`src/rtl/femto_ahb_bridge.sv`:
```
// FemtoRV32 native bus (rstrb/wmask pulses, busy back-pressure) to AHB-Lite single-transfer master.
// Optional data-phase timeout: define FEMTO_AHB_BRIDGE_TIMEOUT_EN.
module femto_ahb_bridge #(
  parameter int          TIMEOUT_CYCLES = 255,
  parameter logic [31:0] ERR_RDATA      = 32'h0000_0000
) (
  input  logic        clk,
  input  logic        reset,
  input  logic        sel,
  input  logic [31:0] mem_addr,
  input  logic [31:0] mem_wdata,
  input  logic [3:0]  mem_wmask,
  input  logic        mem_rstrb,
  output logic [31:0] mem_rdata,
  output logic        mem_rbusy,
  output logic        mem_wbusy,
  output logic [31:0] HADDR,
  output logic [1:0]  HTRANS,
  output logic        HWRITE,
  output logic [2:0]  HSIZE,
  output logic [31:0] HWDATA,
  input  logic [31:0] HRDATA,
  input  logic        HREADY,
  input  logic        HRESP,
  output logic        err_sticky,
  output logic [1:0]  dbg_state_o
);

  localparam logic [1:0] S_IDLE = 2'd0;
  localparam logic [1:0] S_ADDR = 2'd1;
  localparam logic [1:0] S_DATA = 2'd2;

  localparam logic [2:0] SZ_BYTE = 3'b000;
  localparam logic [2:0] SZ_HALF = 3'b001;
  localparam logic [2:0] SZ_WORD = 3'b010;

  if (TIMEOUT_CYCLES < 1 || TIMEOUT_CYCLES > 65535) begin : g_bad_timeout
    $error("femto_ahb_bridge: TIMEOUT_CYCLES out of range 1..65535");
  end

  logic [1:0]  state_q, state_d;
  logic [31:0] haddr_q, haddr_d;
  logic        hwrite_q, hwrite_d;
  logic [2:0]  hsize_q, hsize_d;
  logic [31:0] hwdata_q, hwdata_d;
  logic [31:0] rdata_q, rdata_d;
  logic        rbusy_q, rbusy_d;
  logic        wbusy_q, wbusy_d;
  logic        err_q, err_d;

  logic [2:0]  dec_size;
  logic [1:0]  dec_off;
  logic        wr_req;
  logic        req;
  logic        tmo_abort;
  logic        xfer_end;

  // Only the lane offset derived from the mask reaches HADDR[1:0].
  logic unused_addr_lsb;
  assign unused_addr_lsb = &{1'b0, mem_addr[1:0]};

  always_comb begin
    dec_size = SZ_WORD;
    dec_off  = 2'b00;
    case (mem_wmask)
      4'b0011: dec_size = SZ_HALF;
      4'b1100: begin dec_size = SZ_HALF; dec_off = 2'b10; end
      4'b0001: dec_size = SZ_BYTE;
      4'b0010: begin dec_size = SZ_BYTE; dec_off = 2'b01; end
      4'b0100: begin dec_size = SZ_BYTE; dec_off = 2'b10; end
      4'b1000: begin dec_size = SZ_BYTE; dec_off = 2'b11; end
      default: ;
    endcase
  end

`ifdef FEMTO_AHB_BRIDGE_TIMEOUT_EN
  localparam logic [15:0] TMO_LAST = 16'(TIMEOUT_CYCLES - 1);
  logic [15:0] tmo_cnt_q, tmo_cnt_d;

  // Counts HREADY=0 cycles of the current data phase; aborts on the last allowed one.
  always_comb begin
    tmo_cnt_d = tmo_cnt_q;
    tmo_abort = 1'b0;
    if (state_q == S_ADDR) begin
      tmo_cnt_d = 16'd0;
    end else if (state_q == S_DATA && !HREADY) begin
      if (tmo_cnt_q == TMO_LAST) tmo_abort = 1'b1;
      else                       tmo_cnt_d = tmo_cnt_q + 16'd1;
    end
  end

  always_ff @(posedge clk or posedge reset) begin
    if (reset) tmo_cnt_q <= 16'd0;
    else       tmo_cnt_q <= tmo_cnt_d;
  end
`else
  assign tmo_abort = 1'b0;
`endif

  // CPU side: a request is a one-cycle rstrb or nonzero wmask while sel=1 and idle;
  // the matching busy is high from the next cycle until the data phase completes.
  assign wr_req   = |mem_wmask;
  assign req      = sel && (mem_rstrb || wr_req);
  assign xfer_end = (state_q == S_DATA) && (HREADY || tmo_abort);

  always_comb begin
    state_d  = state_q;
    haddr_d  = haddr_q;
    hwrite_d = hwrite_q;
    hsize_d  = hsize_q;
    hwdata_d = hwdata_q;
    rdata_d  = rdata_q;
    rbusy_d  = rbusy_q;
    wbusy_d  = wbusy_q;
    err_d    = err_q;
    case (state_q)
      S_IDLE: begin
        if (req) begin
          state_d  = S_ADDR;
          haddr_d  = {mem_addr[31:2], dec_off};
          hwrite_d = wr_req;
          hsize_d  = dec_size;
          if (wr_req) begin
            hwdata_d = mem_wdata;
            wbusy_d  = 1'b1;
          end else begin
            rbusy_d  = 1'b1;
          end
        end
      end
      S_ADDR: state_d = S_DATA;
      S_DATA: begin
        if (HRESP || tmo_abort) err_d = 1'b1;
        if (xfer_end) begin
          state_d = S_IDLE;
          rbusy_d = 1'b0;
          wbusy_d = 1'b0;
          if (!hwrite_q) rdata_d = (HRESP || tmo_abort) ? ERR_RDATA : HRDATA;
        end
      end
      default: state_d = S_IDLE;
    endcase
  end

  always_ff @(posedge clk or posedge reset) begin
    if (reset) begin
      state_q  <= S_IDLE;
      haddr_q  <= 32'd0;
      hwrite_q <= 1'b0;
      hsize_q  <= SZ_WORD;
      hwdata_q <= 32'd0;
      rdata_q  <= 32'd0;
      rbusy_q  <= 1'b0;
      wbusy_q  <= 1'b0;
      err_q    <= 1'b0;
    end else begin
      state_q  <= state_d;
      haddr_q  <= haddr_d;
      hwrite_q <= hwrite_d;
      hsize_q  <= hsize_d;
      hwdata_q <= hwdata_d;
      rdata_q  <= rdata_d;
      rbusy_q  <= rbusy_d;
      wbusy_q  <= wbusy_d;
      err_q    <= err_d;
    end
  end

  assign HTRANS      = (state_q == S_ADDR) ? 2'b10 : 2'b00;
  assign HADDR       = haddr_q;
  assign HWRITE      = hwrite_q;
  assign HSIZE       = hsize_q;
  assign HWDATA      = hwdata_q;
  assign mem_rdata   = rdata_q;
  assign mem_rbusy   = rbusy_q;
  assign mem_wbusy   = wbusy_q;
  assign err_sticky  = err_q;
  assign dbg_state_o = state_q;

endmodule
```
`config.mk`:
```
export PLATFORM = sky130hd
export DESIGN_NAME = femto_ahb_bridge
export DESIGN_NICKNAME = d
export VERILOG_FILES = /design/src/rtl/femto_ahb_bridge.sv
export SDC_FILE = /design/constraint.sdc
export NUM_CORES = 1
export LEC_CHECK = 0
export BUFFER_PORTS_ARGS = -buffer_cell sky130_fd_sc_hd__buf_2
export CORE_AREA = 2 2 77 152
export CTS_CLUSTER_SIZE = 14
export DETAILED_ROUTE_END_ITERATION = 10
export DIE_AREA = 0 0 79 154
export PLACE_DENSITY_LB_ADDON = 0.05
export SLEW_MARGIN = 40
export SYNTH_ARGS = -nofsm -noshare
export SYNTH_HDL_FRONTEND = slang
export SYNTH_SLANG_ARGS = --single-unit
```
`constraint.sdc`:
```
create_clock -name clk -period 3.63 [get_ports clk]
set_input_delay 0.1815 -clock clk [delete_from_list [all_inputs] [get_ports clk]]
set_output_delay 0.1815 -clock clk [all_outputs]
set_load 0.03 [all_outputs]
```
Word-level counts from Yosys, hierarchy flattened
Index checks and enable logic that the tools add are counted.

Register bits: 105. Input bits: 106.

Muxes and demuxes: 14. Eq/ne operators: 12. Reductions and logical operators: 16. Bitwise operators: 1.

Operators with widths (number): $mux W32 (1); $pmux W2 S3 (2); $eq A4 B2 Y1 const B (2); $eq A4 B4 Y1 const B (2); $ne A2 B2 Y1 const B (4); $reduce_and A4 Y1 (2); $reduce_or A4 Y1 (2); $mux W2 (3); $reduce_and A2 Y1 (3); $reduce_and A3 Y1 (2); $mux W1 (5); $eq A4 B1 Y1 const B (1); $eq A4 B3 Y1 const B (1); $pmux W1 S2 (2); $pmux W2 S2 (1); $reduce_or A2 Y1 (2); $eq A2 B1 Y1 const B (1); $eq A2 B2 Y1 const B (1); $logic_and A1 B1 Y1 (2); $logic_not A2 Y1 (1); $reduce_bool A2 Y1 (1); $logic_or A1 B1 Y1 (1); $not A1 Y1 (1).

Longest topological paths before layout
Depth in word-level cells: 5. Gate-level depth with buffers: 6. Gate-level depth less buffers: 3.

Least setup slack after synthesis
No wires, ideal clock.

Path type: register -> register. From: register state_q[0], in the netlist dbg_state_o[0]. To: register hwdata_q[10], in the netlist HWDATA[10]. Stages on the path, launching flop included: 6. Path buffers: 2. Setup time: 125 ps. Data arrival time: 1858 ps. Slack: 1647 ps. Required time: 3505 ps. Path through: dfrtp_1 or3b_1 buf_6 nor2_2 clkbuf_8 mux2_2.

Longest elaborated chain between the ends: 2.

RTL lines: from (decl) (line 41) `logic [1:0] state_q, state_d;`; from (signal assigned) (line 157) `state_q <= state_d;`; $logic_not A2 Y1 (line 116) `case (state_q)`; $reduce_and A3 Y1 (no line); to (signal assigned) (line 161) `hwdata_q <= hwdata_d;`; to (decl) (line 45) `logic [31:0] hwdata_q, hwdata_d;`.

No other way between the ends. A chain may end at the register's enable or synchronous reset.

Worst setup path after layout
From: register state_q[0], in the netlist dbg_state_o[0]. To: register haddr_q[7], in the netlist HADDR[7].

Longest elaborated chain between the ends: 2.

RTL lines: $logic_not A2 Y1 (line 116); $reduce_and A2 Y1 (no line); to (signal assigned) (line 158) `haddr_q <= haddr_d;`; to (decl) (line 42) `logic [31:0] haddr_q, haddr_d;`.

No other way between the ends.

==> reports/metrics.cfg <==
[logic_synthesis]
synth_flop_cell = dfrtp_1
synth_edf_count = 0
synth_top_cell_area_share = 0.598
ys_ff_latch = 104
yosysTopAreaCell = dfrtp_1
synth-seq-area-share = 0.604
netlist_instances = 321
yosysUniqueCellTypes = 32
synth_area_leaders = dfrtp_1 60%, mux2_4 9.8%, mux2_2 9.1%
yosysWarnings = 0
synth_area_sq_um = 4310
async_flop_share = 1.00
syn_avg_cell_area_sq_um = 13.4

[detailed_routing]
drt_iter0_markers = 60
vias = 3093
drc = 0
wl_per_cell_um = 15.0
drt_wl_total_um = 10000
vias_per_cell = 4.62
antenna_left = 0
drtPass1Iterations = 4

[timing]
tns_ns = 0
finalHoldViolCount = 0
finalCriticalPeriod_ns = 2.10
report.final.slew_viol_count = 0
fin_crit_sh = 0.579
rsz0062_at_grt = false
worst_clock_skew_ns = 0.00832
setup_violations = 0
tightest_slew_ns = 0.667
slew_headroom = 0.555
fmax_mhz = 476

[outcome]
status = complete, no violations

[run]
maxCapViolations = 0

[pwr]
ir_worst_vdd_mv = 0.367
p_per_area_nw_per_um2 = 955
p_leak_nw = 2.94

[cts]
insertion_delay_ns = 0.33
cts_root_buf = clkbuf_16
numClockSinks = 104
h-tree-depth = 3
clk_pin_slew_ns = 0.07
clock_path_buffers = 2
post_cts_buffers = 0
cts_buffers = 9
cts_tree = done

[floorplanning]
dieArea_sq_um = 12200
die-height_um = 154
fp.dieW_um = 79
core_area_sq_um = 10900
io_pins = 213
row_count = 54
start_util = 0.394

[finish]
drive_above_1_share = 0.562
nets = 632
antenna_cells = 0
finalInstanceArea_sq_um = 5690
syn_to_final_growth_pct = 32.0
instances_no_fill = 670

[placement]
port_buffers = 208
placed_cell_area_sq_um = 5400
place.gp.congestion = 0.742
dp_hpwl_um = 7450
dp_cells = 654

[worst_setup_path]
crit_type = flip-flop to flip-flop
worstSetupEndpointType = flip-flop
crit_arrival_ns = 2.31
cp.required_ns = 3.84
worstSetupStartpointType = flip-flop
crit_fanout = 24

[global_route]
antenna_found_initial = 0
grt_pass1_vias = 3223
grt_usage = 0.169
grt_pass1_wl_um = 16100
grt_overflow_total = 0
grt_max_degree = 75

[min_path]
hp-class = input pin to flip-flop

sequential cells by signal, indices dropped and copies added, names as in the netlist:
register and count:
HADDR 32, HSIZE 2, HWDATA 32, HWRITE 1
dbg_state_o 2, err_sticky 1, mem_rbusy 1, mem_rdata 32
mem_wbusy 1
per-stage QoR:
stage                      util  worst slack [ns]  power, mW  hold WS (ns)
after floorplan               -             0.718       3.88         0.330
after global placement    0.493              1.23       4.55         0.414
after detailed placement  0.493              1.19       4.60         0.350
after CTS                 0.519              1.53       5.52        0.0548
after global routing      0.520              1.45       5.75        0.0588
final                     0.520              1.53       5.43        0.0724
cell families after synthesis:
group,count (synthesis),synth area share
DFF,104,0.604
and+or+nand+nor,78,0.0944
muxes,64,0.191
AOI/OAI and AO/OA,46,0.0601
buffers and inverters,27,0.0468
xor gates and xnor gates,1,0.00203
other,1,0.000870
what timing repair did:
action	CTS	global route
setup endpoints to repair	0	0
gates resized for setup	0	0
hold buffers	1	0
hold endpoints to repair	71	0
worst max-delay path, stage by stage, from the launching register on:
cell and delay (ns):
dfrtp_1 0.44, or3b_1 0.52, a21o_2 0.35, buf_4 0.30
mux2_4 0.35
routing by layer:
layer  GRT usage  share of wire
met5           0              0
met4      0.0846          0.031
met3      0.0440          0.075
met2       0.286           0.51
met1       0.194           0.39
path summary, 6_finish.rpt:
kind | from | endpoint | slack [ns] | depth (start not counted)
max | dbg_state_o[0] | HADDR[7] | 1.53 | 4
min | mem_addr[17] | HADDR[17] | 0.07 | 2
max reg2reg | dbg_state_o[0] | HADDR[7] | 1.53 | 4
min reg2reg | err_sticky | err_sticky | 0.46 | 1
max in group asynchronous | reset | HADDR[28] | 2.42 | 4
min in group asynchronous | reset | HWDATA[17] | 0.51 | 3
cell type report:
cell class                 count  area, sq um
clock buffer                  11          243
sequential                   104         2600
tap                          140          175
timing repair buffer         214         1090
fill                        1054         5260
multi-input combinational    191         1520
inverter                       6         27.5
clock inverter                 4         31.3
cells in the final DEF, fill, tap and decap left out, types with 2 or more instances in the layout:
master	netlist	layout
a21o_1	4	3
buf_2	0	208
buf_4	3	5
clkbuf_16	0	9
clkinvlp_4	0	3
conb_1	1	2
dfrtp_1	103	103
inv_1	6	5
mux2_2	35	35
mux2_4	28	28
nand2_1	33	33
nand2b_1	32	32
nor2_1	5	5
o21ai_0	36	36
synth_stat cells (3+ instances only):
cell and n:
mux2_4 28, o21ai_0 36, nor2_1 5, inv_1 6, buf_6 4, a21o_1 4, nand2b_1 32, mux2_2 35
nand2_1 33, buf_12 3, buf_4 3, dfrtp_1 103, clkbuf_1 10
report_power, final:
group	total, mW	switching [mW]	internal, mW
combinational	2.60	1.66	0.934
clock	0.894	0.412	0.482
sequential	1.94	0.260	1.68
Power figures use the tool's default switching activity.
